[config.mk]
export PLATFORM = sky130hd
export DESIGN_NAME = alarm_sequencer_flat
export DESIGN_NICKNAME = d
export VERILOG_FILES = /design/src/rtl/alarm_sequencer_if.sv /design/src/rtl/alarm_sequencer.sv /design/src/flat_wrapper.sv
export SDC_FILE = /design/constraint.sdc
export NUM_CORES = 1
export LEC_CHECK = 0
export ABC_AREA = 1
export BUFFER_PORTS_ARGS = -buffer_cell sky130_fd_sc_hd__buf_4
export CAP_MARGIN = 20
export CORE_ASPECT_RATIO = 1.25
export CORE_MARGIN = 3
export CORE_UTILIZATION = 50
export DETAILED_ROUTE_END_ITERATION = 8
export PLACE_DENSITY = 0.85
export SLEW_MARGIN = 10
export SYNTH_ARGS = -nofsm -noshare
export SYNTH_HDL_FRONTEND = slang
export SYNTH_SLANG_ARGS = --single-unit
[constraint.sdc]
create_clock -name clk -period 2 [get_ports clk]
set_input_delay 0.1 -clock clk [delete_from_list [all_inputs] [get_ports clk]]
set_output_delay 0.1 -clock clk [all_outputs]
set_load 0.02 [all_outputs]
[src/rtl/alarm_sequencer_if.sv]
// Alarm sequencer signal bundle: time-of-day, alarm setting, button pulses,
// buzzer tone and the status/drive outputs.
// master = time-keeping/button side, slave = alarm_sequencer.
interface alarm_sequencer_if;
    logic       tick_1hz;
    logic [3:0] hours;
    logic [5:0] minutes;
    logic [5:0] seconds;
    logic [3:0] al_hours;
    logic [5:0] al_minutes;
    logic       toggle_pulse;
    logic       snooze_pulse;
    logic       tone_in;
    logic       buzzer_out;
    logic       al_on;
    logic       ringing;
    logic       snoozing;
    logic       bell_visible;

    modport master (
        output tick_1hz, hours, minutes, seconds, al_hours, al_minutes,
        output toggle_pulse, snooze_pulse, tone_in,
        input  buzzer_out, al_on, ringing, snoozing, bell_visible
    );

    modport slave (
        input  tick_1hz, hours, minutes, seconds, al_hours, al_minutes,
        input  toggle_pulse, snooze_pulse, tone_in,
        output buzzer_out, al_on, ringing, snoozing, bell_visible
    );
endinterface

[src/rtl/alarm_sequencer.sv]
// Alarm clock sequencer: OFF / ARMED / RINGING / SNOOZE state machine.
// The snooze feature (SNOOZE state, snooze counter, snooze_pulse handling)
// is compiled in only when the macro ALARM_SNOOZE_EN is defined; the default
// build has no snooze and ties snoozing low.
module alarm_sequencer #(
    parameter int SNOOZE_MIN     = 5,   // snooze length in minutes, 1..15
    parameter int RING_TIMEOUT_S = 60   // ring length before auto-stop, 1..255
) (
    input  logic               clk,
    input  logic               reset,
    alarm_sequencer_if.slave   bus
);

`ifdef ALARM_SNOOZE_EN
    typedef enum logic [1:0] {
        ST_OFF     = 2'd0,
        ST_ARMED   = 2'd1,
        ST_RINGING = 2'd2,
        ST_SNOOZE  = 2'd3
    } state_t;
    localparam logic [9:0] SNOOZE_LOAD = 10'(SNOOZE_MIN * 60);
`else
    typedef enum logic [1:0] {
        ST_OFF     = 2'd0,
        ST_ARMED   = 2'd1,
        ST_RINGING = 2'd2
    } state_t;
`endif

    // Last ring_cnt value; the tick seen at this count ends the ring.
    localparam logic [7:0] RING_LAST = 8'(RING_TIMEOUT_S - 1);

    state_t     state_reg, state_next;
    logic [7:0] ring_cnt_reg, ring_cnt_next;
    logic       beat_reg, beat_next;
    logic       bell_next;
    logic       al_on_reg, ringing_reg, bell_reg;
    logic       alarm_match;

`ifdef ALARM_SNOOZE_EN
    logic [9:0] snooze_cnt_reg, snooze_cnt_next;
    logic       snoozing_reg;
`else
    // Snooze button has no function in this build.
    logic       unused_snooze_pulse;
    assign unused_snooze_pulse = bus.snooze_pulse;
`endif

    // Alarm fires only on a real seconds tick landing on hh:mm:00, so
    // adjusting the clock onto the alarm time never triggers it.
    assign alarm_match = bus.tick_1hz
                      && (bus.hours   == bus.al_hours)
                      && (bus.minutes == bus.al_minutes)
                      && (bus.seconds == 6'd0);

    // Next-state logic; toggle beats snooze beats tick-driven transitions.
    always_comb begin
        state_next    = state_reg;
        ring_cnt_next = ring_cnt_reg;
        beat_next     = beat_reg;
`ifdef ALARM_SNOOZE_EN
        snooze_cnt_next = snooze_cnt_reg;
`endif
        case (state_reg)
            ST_OFF: begin
                if (bus.toggle_pulse) begin
                    state_next = ST_ARMED;
                end
            end
            ST_ARMED: begin
                if (bus.toggle_pulse) begin
                    state_next = ST_OFF;
                end else if (alarm_match) begin
                    state_next    = ST_RINGING;
                    ring_cnt_next = 8'd0;
                    beat_next     = 1'b1;
                end
            end
            ST_RINGING: begin
                if (bus.toggle_pulse) begin
                    state_next    = ST_OFF;
                    ring_cnt_next = 8'd0;
                    beat_next     = 1'b0;
                end
`ifdef ALARM_SNOOZE_EN
                else if (bus.snooze_pulse) begin
                    state_next      = ST_SNOOZE;
                    ring_cnt_next   = 8'd0;
                    beat_next       = 1'b0;
                    snooze_cnt_next = SNOOZE_LOAD;
                end
`endif
                else if (bus.tick_1hz) begin
                    if (ring_cnt_reg >= RING_LAST) begin
                        state_next    = ST_ARMED;
                        ring_cnt_next = 8'd0;
                        beat_next     = 1'b0;
                    end else begin
                        ring_cnt_next = ring_cnt_reg + 8'd1;
                        beat_next     = ~beat_reg;
                    end
                end
            end
`ifdef ALARM_SNOOZE_EN
            ST_SNOOZE: begin
                if (bus.toggle_pulse) begin
                    state_next      = ST_OFF;
                    snooze_cnt_next = 10'd0;
                end else if (bus.tick_1hz) begin
                    // <= 1 rather than == 1 so the counter can never wrap.
                    if (snooze_cnt_reg <= 10'd1) begin
                        state_next      = ST_RINGING;
                        ring_cnt_next   = 8'd0;
                        beat_next       = 1'b1;
                        snooze_cnt_next = 10'd0;
                    end else begin
                        snooze_cnt_next = snooze_cnt_reg - 10'd1;
                    end
                end
            end
`endif
            default: begin
                state_next    = ST_OFF;
                ring_cnt_next = 8'd0;
                beat_next     = 1'b0;
            end
        endcase

        case (state_next)
            ST_ARMED:   bell_next = 1'b1;
`ifdef ALARM_SNOOZE_EN
            ST_SNOOZE:  bell_next = 1'b1;
`endif
            ST_RINGING: bell_next = beat_next;
            default:    bell_next = 1'b0;
        endcase
    end

    // State, counters and status outputs all register together.
    always_ff @(posedge clk) begin
        if (reset) begin
            state_reg    <= ST_OFF;
            ring_cnt_reg <= 8'd0;
            beat_reg     <= 1'b0;
            al_on_reg    <= 1'b0;
            ringing_reg  <= 1'b0;
            bell_reg     <= 1'b0;
`ifdef ALARM_SNOOZE_EN
            snooze_cnt_reg <= 10'd0;
            snoozing_reg   <= 1'b0;
`endif
        end else begin
            state_reg    <= state_next;
            ring_cnt_reg <= ring_cnt_next;
            beat_reg     <= beat_next;
            al_on_reg    <= (state_next != ST_OFF);
            ringing_reg  <= (state_next == ST_RINGING);
            bell_reg     <= bell_next;
`ifdef ALARM_SNOOZE_EN
            snooze_cnt_reg <= snooze_cnt_next;
            snoozing_reg   <= (state_next == ST_SNOOZE);
`endif
        end
    end

    // Tone passes straight through; only the gating terms are registered.
    assign bus.buzzer_out   = bus.tone_in & ringing_reg & beat_reg;
    assign bus.al_on        = al_on_reg;
    assign bus.ringing      = ringing_reg;
    assign bus.bell_visible = bell_reg;
`ifdef ALARM_SNOOZE_EN
    assign bus.snoozing     = snoozing_reg;
`else
    assign bus.snoozing     = 1'b0;
`endif

endmodule
[src/flat_wrapper.sv]
// flat-port wrapper written by rule: the top's interface ports become plain ports
module alarm_sequencer_flat 
#(
    parameter int SNOOZE_MIN     = 5,                                     
    parameter int RING_TIMEOUT_S = 60                                          
)
  (clk, reset, bus_tick_1hz, bus_hours, bus_minutes, bus_seconds, bus_al_hours, bus_al_minutes, bus_toggle_pulse, bus_snooze_pulse, bus_tone_in, bus_buzzer_out, bus_al_on, bus_ringing, bus_snoozing, bus_bell_visible);
  alarm_sequencer_if bus_i ();
  input  logic clk;
  input  logic reset;
  input wire logic [$bits(bus_i.tick_1hz)-1:0] bus_tick_1hz;
  input wire logic [$bits(bus_i.hours)-1:0] bus_hours;
  input wire logic [$bits(bus_i.minutes)-1:0] bus_minutes;
  input wire logic [$bits(bus_i.seconds)-1:0] bus_seconds;
  input wire logic [$bits(bus_i.al_hours)-1:0] bus_al_hours;
  input wire logic [$bits(bus_i.al_minutes)-1:0] bus_al_minutes;
  input wire logic [$bits(bus_i.toggle_pulse)-1:0] bus_toggle_pulse;
  input wire logic [$bits(bus_i.snooze_pulse)-1:0] bus_snooze_pulse;
  input wire logic [$bits(bus_i.tone_in)-1:0] bus_tone_in;
  output wire logic [$bits(bus_i.buzzer_out)-1:0] bus_buzzer_out;
  output wire logic [$bits(bus_i.al_on)-1:0] bus_al_on;
  output wire logic [$bits(bus_i.ringing)-1:0] bus_ringing;
  output wire logic [$bits(bus_i.snoozing)-1:0] bus_snoozing;
  output wire logic [$bits(bus_i.bell_visible)-1:0] bus_bell_visible;
  assign bus_i.tick_1hz = bus_tick_1hz;
  assign bus_i.hours = bus_hours;
  assign bus_i.minutes = bus_minutes;
  assign bus_i.seconds = bus_seconds;
  assign bus_i.al_hours = bus_al_hours;
  assign bus_i.al_minutes = bus_al_minutes;
  assign bus_i.toggle_pulse = bus_toggle_pulse;
  assign bus_i.snooze_pulse = bus_snooze_pulse;
  assign bus_i.tone_in = bus_tone_in;
  assign bus_buzzer_out = bus_i.buzzer_out;
  assign bus_al_on = bus_i.al_on;
  assign bus_ringing = bus_i.ringing;
  assign bus_snoozing = bus_i.snoozing;
  assign bus_bell_visible = bus_i.bell_visible;
  alarm_sequencer #(.SNOOZE_MIN(SNOOZE_MIN), .RING_TIMEOUT_S(RING_TIMEOUT_S)) u_core (.clk(clk), .reset(reset), .bus(bus_i));
endmodule
==> results.yml <==
floorplanning:
  row_count: 18
  fp.coreArea_um2: 2095
  chipHeight_um: 60.11
  dieArea_um2: 2963
  io_pins: 37
  start_util_pct: 55.91
  die_x_um: 49.29
final_layout:
  antenna_cells: 0
  fill_cells: 203
  fin_area_um2: 1496
  nets: 280
  area_delta_synth_final_pct: 27.78
  layout-drive-gt1-share_pct: 24.28
  largest_register_ffs: 8
power:
  power_density_nw_per_um2: 437.7
  p_leak_nw: 0.8034
  ir_drop_mv: 0.4633
detailed_routing:
  drt_wl_total_um: 2475
  routedWlPerCell_um: 9.066
  ant_nets: 0
  drt_iter0_drc: 25
  drt_first_pass_iters: 4
  via_per_inst: 4.582
  drcViolationCount: 0
  vias: 1251
critical_path:
  crit_type: "register to register"
  crit_slowest_cell: "dfxtp_1"
  cp_num_buf_inv: 2
  regToRegEndpoint: "u_core.bus.bell_visible$_SDFF_PP0_"
  worst-path-stages: 11
  r2r_start: "u_core.ring_cnt_reg[0]$_SDFFE_PP0P_"
  reg2reg_depth: 11
  crit_fanout: 5
  crit_path_max_incr_delay_ns: 0.41
  cp-start-kind: "register"
  crit_family: "adder cells"
  rrSetupSlack_ns: 0.19
  cp_data_arrival_time_ns: 1.98
  required_ns: 2.17
  crit_chain: "ha_1, nor2_1, o21ai_2, nand2_1, o21ai_1, inv_1, nand2_2, inv_2, ha_1, nand2_1, a21oi_1"
  cp-end-kind: "register"
sta:
  rsz0062_at_grt: "no"
  clock_skew_ns: 0.006976
  fmax_mhz: 552.7
  period_share_pct: 90.47
  slew_viol_final: 0
  setup_violations: 0
  layout_setup_ws_ns: 0.1906
  fin_crit_ns: 1.809
  fin_tns_setup_ns: 0
  finalHoldViolations: 0
clock_network:
  cts-resized-gates: 0
  cts_buffer_depth: 2
  worstSkewPairLatency_ns: 0.28
  postCtsSetupRepairBufs: 0
  numCtsBuffers: 3
  cts_hold_buf: 0
  htreeDepth: 1
  clockRootBuffer: "clkbuf_4"
  cts_tree: "yes"
  cts.sinks: 14
  clk_pin_slew_ns: 0.08
run:
  drv_cap: 0
synth:
  synth_edf_count: 0
  synthArstFlopShare_pct: 0
  synthesis.area_um2: 1171
  synth_common_cells: "nand2_1, inv_1, nor2_1, dfxtp_1, nand3_1"
  syn-instance-count: 206
  synth.area.top_cells: "nand2_1, dfxtp_1, inv_1, nor2_1, nand3_1"
  synth_area_leader_cell: "nand2_1"
  synth_top_area_share_pct: 24.04
  ys.flop_type: "dfxtp_1"
  synth_warnings: 0
  yosysUniqueCellTypes: 27
  syn_avg_cell_area_um2: 5.685
  synth-seq-cells: 14
  syn_nets: 242
  yosysSeqAreaShare_pct: 23.93
  synth.most_common_cell: "nand2_1"
worst_hold_path:
  min_to: "u_core.ring_cnt_reg[3]$_SDFFE_PP0P_"
  hold_depth: 2
  hold_path_class: "primary input to register"
  hp-start: "reset"
place:
  io_buffers: 34
  gp_congestion: 0.8160
  place_ws_ns: 0.1677
  dpl.hpwl_um: 2046
  placed_area_um2: 1453
grt:
  track_usage_pct: 18.37
  grt_max_degree: 11
  globalRouteOverflowTotal: 0
  antenna_found_initial: 0
  grt_pass1_vias: 1116
  grt_first_pass_wirelength_um: 4360
status:
  outcome: "finished, final reports clean"
stage by stage:
step                      power [mW]  util, %  std cells  hold WS, ns
after floorplan               0.3889        -        206       0.3021
after global placement        0.4617    69.35        268       0.3469
after detailed placement      0.4639    69.35        268       0.3435
after CTS                     0.6618    71.09        272      0.05185
after global routing          0.6932    71.45        273      0.06625
final                         0.6550    71.45        273      0.05866
routing by layer:
metal / track usage, % / up-vias / wire [um]
met3: 1.995 / 4 / 140
met1: 21.82 / 534 / 1129
met2: 33.72 / 29 / 1177
li1: - / 684 / -
met4: 7.317 / 0 / 28
met5: 0 / - / 0
report_power, final:
part           switching, mW  internal, mW  total [mW]
combinational         0.0896        0.0788       0.168
clock                 0.0870         0.111       0.198
sequential           0.00419         0.285       0.289
total                  0.181         0.474       0.655
area by class of cell:
type	count	area, um2	area share (%)
multi-input combinational	151	733.2	49.00
inverter	39	146.4	9.783
timing repair buffer	35	262.8	17.56
tap	30	37.54	2.508
sequential	14	280.3	18.73
clock buffer	4	36.28	2.425
layout by cell type, fill, tap and decap left out, types with 3 or more instances in the layout:
cell type  count
dfxtp_1       14
nand3b_1       3
inv_2          6
inv_1         33
nand2_1       75
nor2_1        27
buf_4         35
nand3_1       11
xnor2_1        3
ha_1           4
a21oi_1        5
nor2_2         5
clkbuf_4       3
worst max-delay path by stage:
stage / startpoint / endpoint / slack (ns)
after floorplan: u_core.ring_cnt_reg[0]$_SDFFE_PP0P_ / u_core.bus.bell_visible$_SDFF_PP0_ / 0.35
after global placement: u_core.ring_cnt_reg[0]$_SDFFE_PP0P_ / u_core.bus.bell_visible$_SDFF_PP0_ / 0.24
after detailed placement: u_core.ring_cnt_reg[0]$_SDFFE_PP0P_ / u_core.bus.bell_visible$_SDFF_PP0_ / 0.17
after CTS: u_core.ring_cnt_reg[0]$_SDFFE_PP0P_ / u_core.bus.bell_visible$_SDFF_PP0_ / 0.13
after global routing: u_core.ring_cnt_reg[0]$_SDFFE_PP0P_ / u_core.bus.bell_visible$_SDFF_PP0_ / 0.03
final: u_core.ring_cnt_reg[0]$_SDFFE_PP0P_ / u_core.bus.bell_visible$_SDFF_PP0_ / 0.19
kinds of logic (layout without fill, tap and decap cells):
logic type | after synthesis | in the layout | share of synthesized area, %
simple gates | 132 | 132 | 50.11
compound gates | 10 | 10 | 4.914
buf+inv | 41 | 78 | 13.46
flops | 14 | 14 | 23.93
other cells | 1 | 1 | 0.3202
fa+ha+maj | 4 | 4 | 4.274
xor+xnor | 4 | 4 | 2.992
No activity file was read; power rests on OpenSTA's default activity.
